$ cat config.mk
export PLATFORM = sky130hd
export DESIGN_NAME = clock_timekeeper
export DESIGN_NICKNAME = d
export VERILOG_FILES = /design/src/rtl/clock_timekeeper.sv
export SDC_FILE = /design/constraint.sdc
export NUM_CORES = 1
export LEC_CHECK = 0
export ABC_AREA = 0
export ABC_CLOCK_PERIOD_IN_PS = 3600
export BUFFER_PORTS_ARGS = -buffer_cell sky130_fd_sc_hd__clkbuf_2
export CAP_MARGIN = 25
export CORE_AREA = 8 8 120 122
export CTS_CLUSTER_DIAMETER = 120
export DETAILED_ROUTE_END_ITERATION = 10
export DIE_AREA = 0 0 128 130
export GPL_TIMING_DRIVEN = 1
export HOLD_SLACK_MARGIN = 0.08
export SYNTH_ARGS = -nofsm -noshare
export SYNTH_HDL_FRONTEND = slang
export SYNTH_SLANG_ARGS = --single-unit
export TNS_END_PERCENT = 30
$ cat constraint.sdc
create_clock -name clk -period 3.6 [get_ports clk]
set_input_delay 0.36 -clock clk [delete_from_list [all_inputs] [get_ports clk]]
set_output_delay 0.36 -clock clk [all_outputs]
set_load 0.01 [all_outputs]
$ cat src/rtl/clock_timekeeper.sv
// 12-hour timekeeping core: 1 Hz prescaler, HH:MM:SS counters, two-button set mode
// with on-chip synchronisers and debouncers. Define PM_IND_EN to add the registered pm output.
module clock_timekeeper #(
  parameter int CLK_HZ    = 100_000_000,
  parameter int DB_CYCLES = 1_000_000
) (
  input  logic       clk,
  input  logic       rst,
  input  logic       btn_mode,
  input  logic       btn_inc,
  output logic [3:0] hour,
  output logic [5:0] min,
  output logic [5:0] sec,
  output logic [1:0] set_mode,
  output logic       tick_1hz
`ifdef PM_IND_EN
  ,
  output logic       pm
`endif
);

  typedef enum logic [1:0] {
    ST_RUN      = 2'd0,
    ST_SET_HOUR = 2'd1,
    ST_SET_MIN  = 2'd2
  } mode_e;

  localparam int PS_W = (CLK_HZ > 1) ? $clog2(CLK_HZ) : 1;
  localparam int DB_W = (DB_CYCLES > 1) ? $clog2(DB_CYCLES) : 1;
  localparam logic [PS_W-1:0] PS_LAST = PS_W'(CLK_HZ - 1);
  localparam logic [DB_W-1:0] DB_LAST = DB_W'(DB_CYCLES - 1);

  // ---------------------------------------------------------------------------
  // Button conditioning; bit 0 = mode, bit 1 = inc
  // ---------------------------------------------------------------------------
  logic [1:0]      btn_raw;
  logic [1:0]      sync1_q, sync2_q;
  logic [1:0]      deb_q, deb_d;
  logic [1:0]      press_q, press_d;
  logic [DB_W-1:0] db_cnt_q [2];
  logic [DB_W-1:0] db_cnt_d [2];

  assign btn_raw = {btn_inc, btn_mode};

  // NOTE: every output of this block gets a default first so no latch is inferred.
  always_comb begin
    deb_d   = deb_q;
    press_d = '0;
    for (int b = 0; b < 2; b++) begin
      db_cnt_d[b] = '0;
      if (sync2_q[b] != deb_q[b]) begin
        // DB_CYCLES consecutive differing samples accept the new level
        if (db_cnt_q[b] == DB_LAST) begin
          deb_d[b]   = sync2_q[b];
          press_d[b] = sync2_q[b];
        end else begin
          db_cnt_d[b] = db_cnt_q[b] + DB_W'(1);
        end
      end
    end
  end

  // NOTE: sequential state uses non-blocking assignments only, so every flop samples pre-edge values.
  always_ff @(posedge clk) begin
    if (rst) begin
      sync1_q <= '0;
      sync2_q <= '0;
      deb_q   <= '0;
      press_q <= '0;
      for (int b = 0; b < 2; b++) db_cnt_q[b] <= '0;
    end else begin
      sync1_q <= btn_raw;
      sync2_q <= sync1_q;
      deb_q   <= deb_d;
      press_q <= press_d;
      for (int b = 0; b < 2; b++) db_cnt_q[b] <= db_cnt_d[b];
    end
  end

  logic mode_press, inc_press;
  assign mode_press = press_q[0];
  assign inc_press  = press_q[1];

  // ---------------------------------------------------------------------------
  // Mode FSM, prescaler and time counters
  // ---------------------------------------------------------------------------
  mode_e           state_q;
  logic [PS_W-1:0] presc_q;
  logic            tick_q;
  logic [3:0]      hour_q, hour_next;
  logic [5:0]      min_q, min_next;
  logic [5:0]      sec_q, sec_next;
  logic            wrap;
`ifdef PM_IND_EN
  logic            pm_q;
`endif

  assign hour_next = (hour_q == 4'd12) ? 4'd1 : hour_q + 4'd1;
  assign min_next  = (min_q == 6'd59) ? 6'd0 : min_q + 6'd1;
  assign sec_next  = (sec_q == 6'd59) ? 6'd0 : sec_q + 6'd1;
  assign wrap      = (presc_q == PS_LAST);

  always_ff @(posedge clk) begin
    if (rst) begin
      state_q <= ST_RUN;
      presc_q <= '0;
      tick_q  <= 1'b0;
      hour_q  <= 4'd12;
      min_q   <= 6'd0;
      sec_q   <= 6'd0;
`ifdef PM_IND_EN
      pm_q    <= 1'b0;
`endif
    end else begin
      tick_q <= 1'b0;
      unique case (state_q)
        ST_RUN: begin
          if (wrap) begin
            presc_q <= '0;
            tick_q  <= 1'b1;
            sec_q   <= sec_next;
            if (sec_q == 6'd59) begin
              min_q <= min_next;
              if (min_q == 6'd59) begin
                hour_q <= hour_next;
`ifdef PM_IND_EN
                if (hour_q == 4'd11) pm_q <= ~pm_q;
`endif
              end
            end
          end else begin
            presc_q <= presc_q + PS_W'(1);
          end
          // A tick on the same edge still lands; the prescaler then parks at 0
          if (mode_press) begin
            state_q <= ST_SET_HOUR;
            presc_q <= '0;
          end
        end
        ST_SET_HOUR: begin
          presc_q <= '0;
          if (mode_press) begin
            state_q <= ST_SET_MIN;
          end else if (inc_press) begin
            hour_q <= hour_next;
`ifdef PM_IND_EN
            if (hour_q == 4'd11) pm_q <= ~pm_q;
`endif
          end
        end
        ST_SET_MIN: begin
          presc_q <= '0;
          if (mode_press) begin
            state_q <= ST_RUN;
            sec_q   <= 6'd0;
          end else if (inc_press) begin
            min_q <= min_next;
          end
        end
        default: state_q <= ST_RUN;
      endcase
    end
  end

  assign hour     = hour_q;
  assign min      = min_q;
  assign sec      = sec_q;
  assign set_mode = state_q;
  assign tick_1hz = tick_q;
`ifdef PM_IND_EN
  assign pm       = pm_q;
`endif

endmodule

==> results.json, run 1 <==
{
  "post-route-drc-count": 0,
  "grt_max_degree": 28,
  "grt.overflow.total": 0,
  "cts.hold.buffers_added": 0,
  "period_share": 0.783,
  "leakage_nw": 1.65,
  "setup_viol": 0,
  "viasPerCell": 4.79,
  "placedCellCount": 678,
  "pre_cts_ws_ps": 789,
  "rsz0062_at_grt": "no",
  "syn_area_per_cell_sq_um": 8.72,
  "ys_async_sr_fraction": 0,
  "antennaDiodeCount": 0,
  "synthesis.nets": 508,
  "max_stage_delay_ps": 590,
  "cp_top_family": "simple AND/OR/NAND/NOR gates",
  "hold_violations": 0,
  "antenna_found_initial": 0,
  "routabilityCongestion": 0.881,
  "path_cells": "nand4_2 > or4_4 > or4b_4 > a221oi_4 > a41oi_1 > a311oi_1",
  "hp-start": "btn_inc",
  "max_slew.worst_pin.slew_ps": 808,
  "cts-buffers-inserted": 9,
  "cap_violations": 0,
  "grt_pass1_wl_um": 14900,
  "ys_seq_area_frac": 0.438,
  "r2r-start": "presc_q[4]",
  "rows": 41,
  "synth.distinct_cells": 49,
  "timing.setup.tns_ps": 0,
  "clkTransAtPathRegs_ps": 60,
  "max_freq_ghz": 0.355,
  "post_cts_buffers": 0,
  "drt_iter0_drc": 189,
  "dp_hpwl_um": 6110,
  "required_ps": 3850,
  "detail-route-antenna-nets": 0,
  "vias": 3326,
  "setup_ws_ps": 780,
  "status": "finished clean",
  "hold_depth": 2,
  "portBuffers": 22,
  "regToRegSetupSlack_ps": 780,
  "yosysWarnings": 0,
  "crit_slowest_cell": "or4b_4",
  "cts_resized": 0,
  "final_cells": 694,
  "insertion_delay_ps": 340,
  "start_kind": "register",
  "cp.arrival_ps": 3070,
  "clockBufferDepth": 2,
  "routedWlPerCell_um": 12.4,
  "wl_um": 8610,
  "cts_sinks": 94,
  "ir_drop_mv": 0.247,
  "slew_violations": 0,
  "synthesis.area_sq_um": 4300,
  "synth_edf_count": 0,
  "clockRootBuffer": "clkbuf_16",
  "end_kind": "register",
  "initial_core_util": 0.346,
  "grtUsageTotal": 0.111,
  "dr.pass1.iters": 4,
  "htree_num_levels": 3,
  "yosys_register_bits": 94,
  "nets": 532,
  "reg2reg_depth": 6,
  "min_path_type": "primary input to register",
  "slew_headroom": 0.457,
  "syn-instance-count": 493,
  "drive_gt1_frac": 0.0977,
  "pwr_density_cell_nw_per_um2": 416,
  "worstPathMaxFanout": 9,
  "rr_endpoint": "min[3]",
  "die_x_um": 128,
  "path_class": "register to register",
  "hold_path_end": "sync1_q[1]",
  "fp.coreArea_sq_um": 12400,
  "fin_crit_ps": 2820,
  "syn_to_final_growth_pct": 14.0,
  "die_y_um": 130,
  "fin_skew_ps": 5.99,
  "path_buf_inv": 0,
  "dieArea_sq_um": 16600,
  "ios": 23,
  "grt_pass1_vias": 3229,
  "yosys_most_used_dff": "dfxtp_1",
  "tritoncts": "built"
}
## worst max path at each step
stage | startpoint | end | slack, ps | cells after the start
2_1_floorplan | presc_q[8] | min[2] | 990 | 6
3_3_place_gp | presc_q[8] | min[2] | 880 | 6
3_5_place_dp | presc_q[5] | min[3] | 790 | 6
4_1_cts | presc_q[4] | min[3] | 800 | 6
5_1_grt | presc_q[5] | min[5] | 660 | 6
6_report | presc_q[4] | min[3] | 780 | 6
## state kept, by name, summed over array words and instances, names as in the netlist
signal	cells
presc_q	27
sync2_q	2
deb_q	2
min	6
hour	4
press_q	2
set_mode	2
tick_1hz	1
sync1_q	2
db_cnt_q	40
sec	6
## cell type report
| type | instances | area (sq um) |
|---|---|---|
| Tap cell | 172 | 215 |
| Multi-Input combinational cell | 373 | 2310 |
| Inverter | 14 | 52.6 |
| Fill cell | 1285 | 7520 |
| Sequential cell | 94 | 1880 |
| Timing Repair Buffer | 25 | 133 |
| Clock inverter | 3 | 42.5 |
| Clock buffer | 13 | 260 |
## power breakdown
group	total [mW]	switching [mW]	leakage (nW)	internal, mW
clock network	0.959	0.384	0.146	0.575
logic	0.0269	0.0184	0.749	0.00853
registers	1.05	0.00447	0.758	1.05
## cell families (layout without fill, tap and decap cells)
| group | Yosys count | count (layout) | share of synthesized area |
|---|---|---|---|
| multiplexers | 7 | 7 | 0.0163 |
| XOR/XNOR | 67 | 67 | 0.137 |
| adder cells (fa/ha/maj) | 11 | 11 | 0.0320 |
| AO/OA/AOI/OAI | 33 | 33 | 0.0603 |
| buffers and inverters | 26 | 55 | 0.0236 |
| AND/OR/NAND/NOR | 255 | 255 | 0.293 |
| flip-flops | 94 | 94 | 0.438 |
## through the flow
step / hold WS (ps) / utilization / power, mW / cell area (sq um)
floorplan: 413 / - / 1.09 / 4300
detailed placement: 431 / 0.370 / 1.10 / 4600
global placement: 428 / 0.370 / 1.10 / 4600
global route: 242 / 0.395 / 2.12 / 4900
CTS: 227 / 0.395 / 2.07 / 4900
finish: 241 / 0.395 / 2.04 / 4900
## cells in the final DEF (no fill, tap or decap), drive strengths merged, types with 2 or more instances in the layout
cell    netlist  layout
nor2        102     102
dfxtp        94      94
xnor2        37      37
nand2        36      36
clkbuf        9      35
nand3        32      32
xor2         30      30
nor3         14      14
inv          14      14
nand4        13      13
and3         12      12
ha           11      11
a21oi         8       8
or3           8       8
nor4          7       7
mux2i         7       7
o21ai         7       7
nor2b         6       6
nand4b        5       5
or4           5       5
a311oi        3       3
buf           3       3
and4          3       3
o221a         2       2
nand2b        2       2
o31ai         2       2
and2          2       2
nor4b         2       2
o311ai        2       2
or4b          2       2
## routing by layer
| layer | wire length [um] | vias to the layer above | track usage |
|---|---|---|---|
| met4 | 147 | 0 | 0.0476 |
| met5 | 0 | - | 0 |
| met2 | 4100 | 34 | 0.182 |
| li1 | - | 1742 | - |
| met1 | 4030 | 1538 | 0.129 |
| met3 | 328 | 12 | 0.0392 |
## synthesized netlist by cell type, types with 6 or more instances
cell type	instances	share of area
a21oi_1	8	0.0093
and3_1	11	0.016
clkbuf_1	9	0.0079
dfxtp_1	94	0.44
ha_1	11	0.032
inv_1	14	0.012
mux2i_1	7	0.016
nand2_1	36	0.031
nand3_1	32	0.037
nand4_1	12	0.017
nor2_1	102	0.089
nor2b_1	6	0.0087
nor3_1	14	0.016
nor4_1	7	0.010
o21ai_0	6	0.0070
or3_1	8	0.012
xnor2_1	37	0.075
xor2_1	30	0.061
Power figures use the tool's default switching activity.
==> run 2, diff against run 1 <==
--- a/config.mk
+++ b/config.mk
@@ -6,7 +6,7 @@
 export NUM_CORES = 1
 export LEC_CHECK = 0
 export ABC_AREA = 0
-export ABC_CLOCK_PERIOD_IN_PS = 3600
+export ABC_CLOCK_PERIOD_IN_PS = 2900
 export BUFFER_PORTS_ARGS = -buffer_cell sky130_fd_sc_hd__clkbuf_2
 export CAP_MARGIN = 25
 export CORE_AREA = 8 8 120 122
==> constraint.sdc (replaced) <==
create_clock -name clk -period 2.9 [get_ports clk]
set_input_delay 0.29 -clock clk [delete_from_list [all_inputs] [get_ports clk]]
set_output_delay 0.29 -clock clk [all_outputs]
set_load 0.01 [all_outputs]
==> results.json, run 2 (synthesis results as in run 1) <==
{
  "status": "finished clean",
  "viasPerCell": 4.91,
  "cts.hold.buffers_added": 0,
  "regToRegSetupSlack_ps": 230,
  "start_kind": "register",
  "path_buf_inv": 1,
  "pwr_density_cell_nw_per_um2": 512,
  "nets": 537,
  "leakage_nw": 1.68,
  "top_regs": "db_cnt_q (40), presc_q (27)",
  "portBuffers": 22,
  "clkTransAtPathRegs_ps": 60,
  "dp_hpwl_um": 6340,
  "cp.arrival_ps": 2930,
  "final_cell_mix": "102 x nor2_1, 94 x dfxtp_1, 37 x xnor2_1, 36 x nand2_1, 32 x nand3_1",
  "antenna_found_initial": 0,
  "initial_core_util": 0.346,
  "grt_max_degree": 28,
  "fill_cells": 1286,
  "grtUsageTotal": 0.115,
  "worstPathMaxFanout": 9,
  "ir_drop_mv": 0.350,
  "die_x_um": 128,
  "ios": 23,
  "min_path_type": "primary input to register",
  "crit_slowest_cell": "or4b_4",
  "cts-buffers-inserted": 9,
  "detail-route-antenna-nets": 0,
  "timing.setup.tns_ps": 0,
  "r2r-start": "presc_q[4]",
  "slew_violations": 0,
  "syn_to_final_growth_pct": 14.8,
  "grt.overflow.total": 0,
  "end_kind": "register",
  "dr.pass1.iters": 4,
  "path_class": "register to register",
  "antennaDiodeCount": 0,
  "rsz0062_at_grt": "no",
  "cp_num_cells": 7,
  "layout_commonest_cell": "nor2_1",
  "max_freq_ghz": 0.374,
  "fp.coreArea_sq_um": 12400,
  "routedWlPerCell_um": 12.6,
  "required_ps": 3160,
  "slew_headroom": 0.459,
  "clockRootBuffer": "clkbuf_16",
  "cap_violations": 0,
  "insertion_delay_ps": 350,
  "routabilityCongestion": 0.816,
  "drt_iter0_drc": 153,
  "startpoint": "presc_q[4]",
  "cp-endpoint": "min[3]",
  "whs_ps": 154,
  "reg2reg_depth": 7,
  "period_share": 0.922,
  "clockBufferDepth": 2,
  "wl_um": 8840,
  "path_cells": "nand4_2 > or4_4 > or4b_4 > a221oi_4 > buf_4 > a41oi_1 > a311oi_1",
  "fin_crit_ps": 2670,
  "die_y_um": 130,
  "vias": 3429,
  "largest_reg_flops": 40,
  "post-route-drc-count": 0,
  "dieArea_sq_um": 16600,
  "fin_skew_ps": 10.8,
  "hold_violations": 0,
  "max_stage_delay_ps": 590,
  "rows": 41,
  "cts_sinks": 94,
  "drive_gt1_frac": 0.110,
  "regMostFlops": "db_cnt_q",
  "tritoncts": "built",
  "cp_top_family": "simple AND/OR/NAND/NOR gates",
  "grt_pass1_wl_um": 15400,
  "rr_endpoint": "min[3]",
  "setup_viol": 0,
  "grt_pass1_vias": 3311,
  "max_slew.worst_pin.slew_ps": 804,
  "htree_num_levels": 3
}
==> run 2: cell types whose count changed in the layout (fill, tap and decap cells not counted), sizes merged <==
cell	previous run	this run
buf	3	8
clkbuf	35	32
clkinv	1	4
==> run 2: layout make-up <==
class / instances / area [sq um] / share of cell area
Multi-Input combinational cell: 373 / 2310 / 0.469
Sequential cell: 94 / 1880 / 0.381
Clock buffer: 10 / 239 / 0.0484
Tap cell: 172 / 215 / 0.0436
Timing Repair Buffer: 30 / 170 / 0.0345
Clock inverter: 6 / 61.3 / 0.0124
Inverter: 14 / 52.6 / 0.0107
==> run 2: metrics by stage <==
stage / cell area, sq um / setup slack [ps] / util / std cells / power [mW]
5_1_grt: 4930 / 31.5 / 0.397 / 699 / 2.63
3_3_place_gp: 4610 / 180 / 0.371 / 680 / 1.37
3_5_place_dp: 4610 / 131 / 0.371 / 680 / 1.37
4_1_cts: 4910 / 110 / 0.396 / 696 / 2.56
6_report: 4930 / 227 / 0.397 / 699 / 2.53
2_1_floorplan: 4300 / 293 / - / 493 / 1.36
==> run 2: routing by layer <==
metal / vias up / GRT usage / share of wire
met5: - / 0 / 0
met4: 0 / 0.0476 / 0.012
met3: 8 / 0.0367 / 0.035
met2: 40 / 0.201 / 0.49
met1: 1638 / 0.128 / 0.46
li1: 1743 / - / -
==> run 2: what timing repair did <==
action | in CTS | in global routing
resized for setup | 0 | 0
buffers inserted | 0 | 3
setup endpoints to repair | 0 | 4
==> run 2: worst register-to-register path, delay by kind of cell, from the launching register on <==
kind / cells / cell delay (ps)
AOI/OAI and AO/OA: 3 / 640
DFF: 1 / 440
and+or+nand+nor: 3 / 1320
buffers and inverters: 1 / 190
==> run 2: worst min path at each step <==
stage                                from              end  slack [ps]  cells past startpoint
after detailed placement       sync1_q[0]       sync2_q[0]         430                      1
after global routing             btn_mode       sync1_q[0]         170                      2
after CTS                         btn_inc       sync1_q[1]         140                      2
after global placement    db_cnt_q[0][20]  db_cnt_q[0][20]         430                      1
final                             btn_inc       sync1_q[1]         150                      2
after floorplan           db_cnt_q[0][20]  db_cnt_q[0][20]         410                      1
==> run 2: where the power goes <==
| part | switching [mW] | internal (mW) | total [mW] |
|---|---|---|---|
| clock network | 0.501 | 0.688 | 1.19 |
| logic | 0.0241 | 0.0116 | 0.0358 |
| registers | 0.00464 | 1.30 | 1.30 |
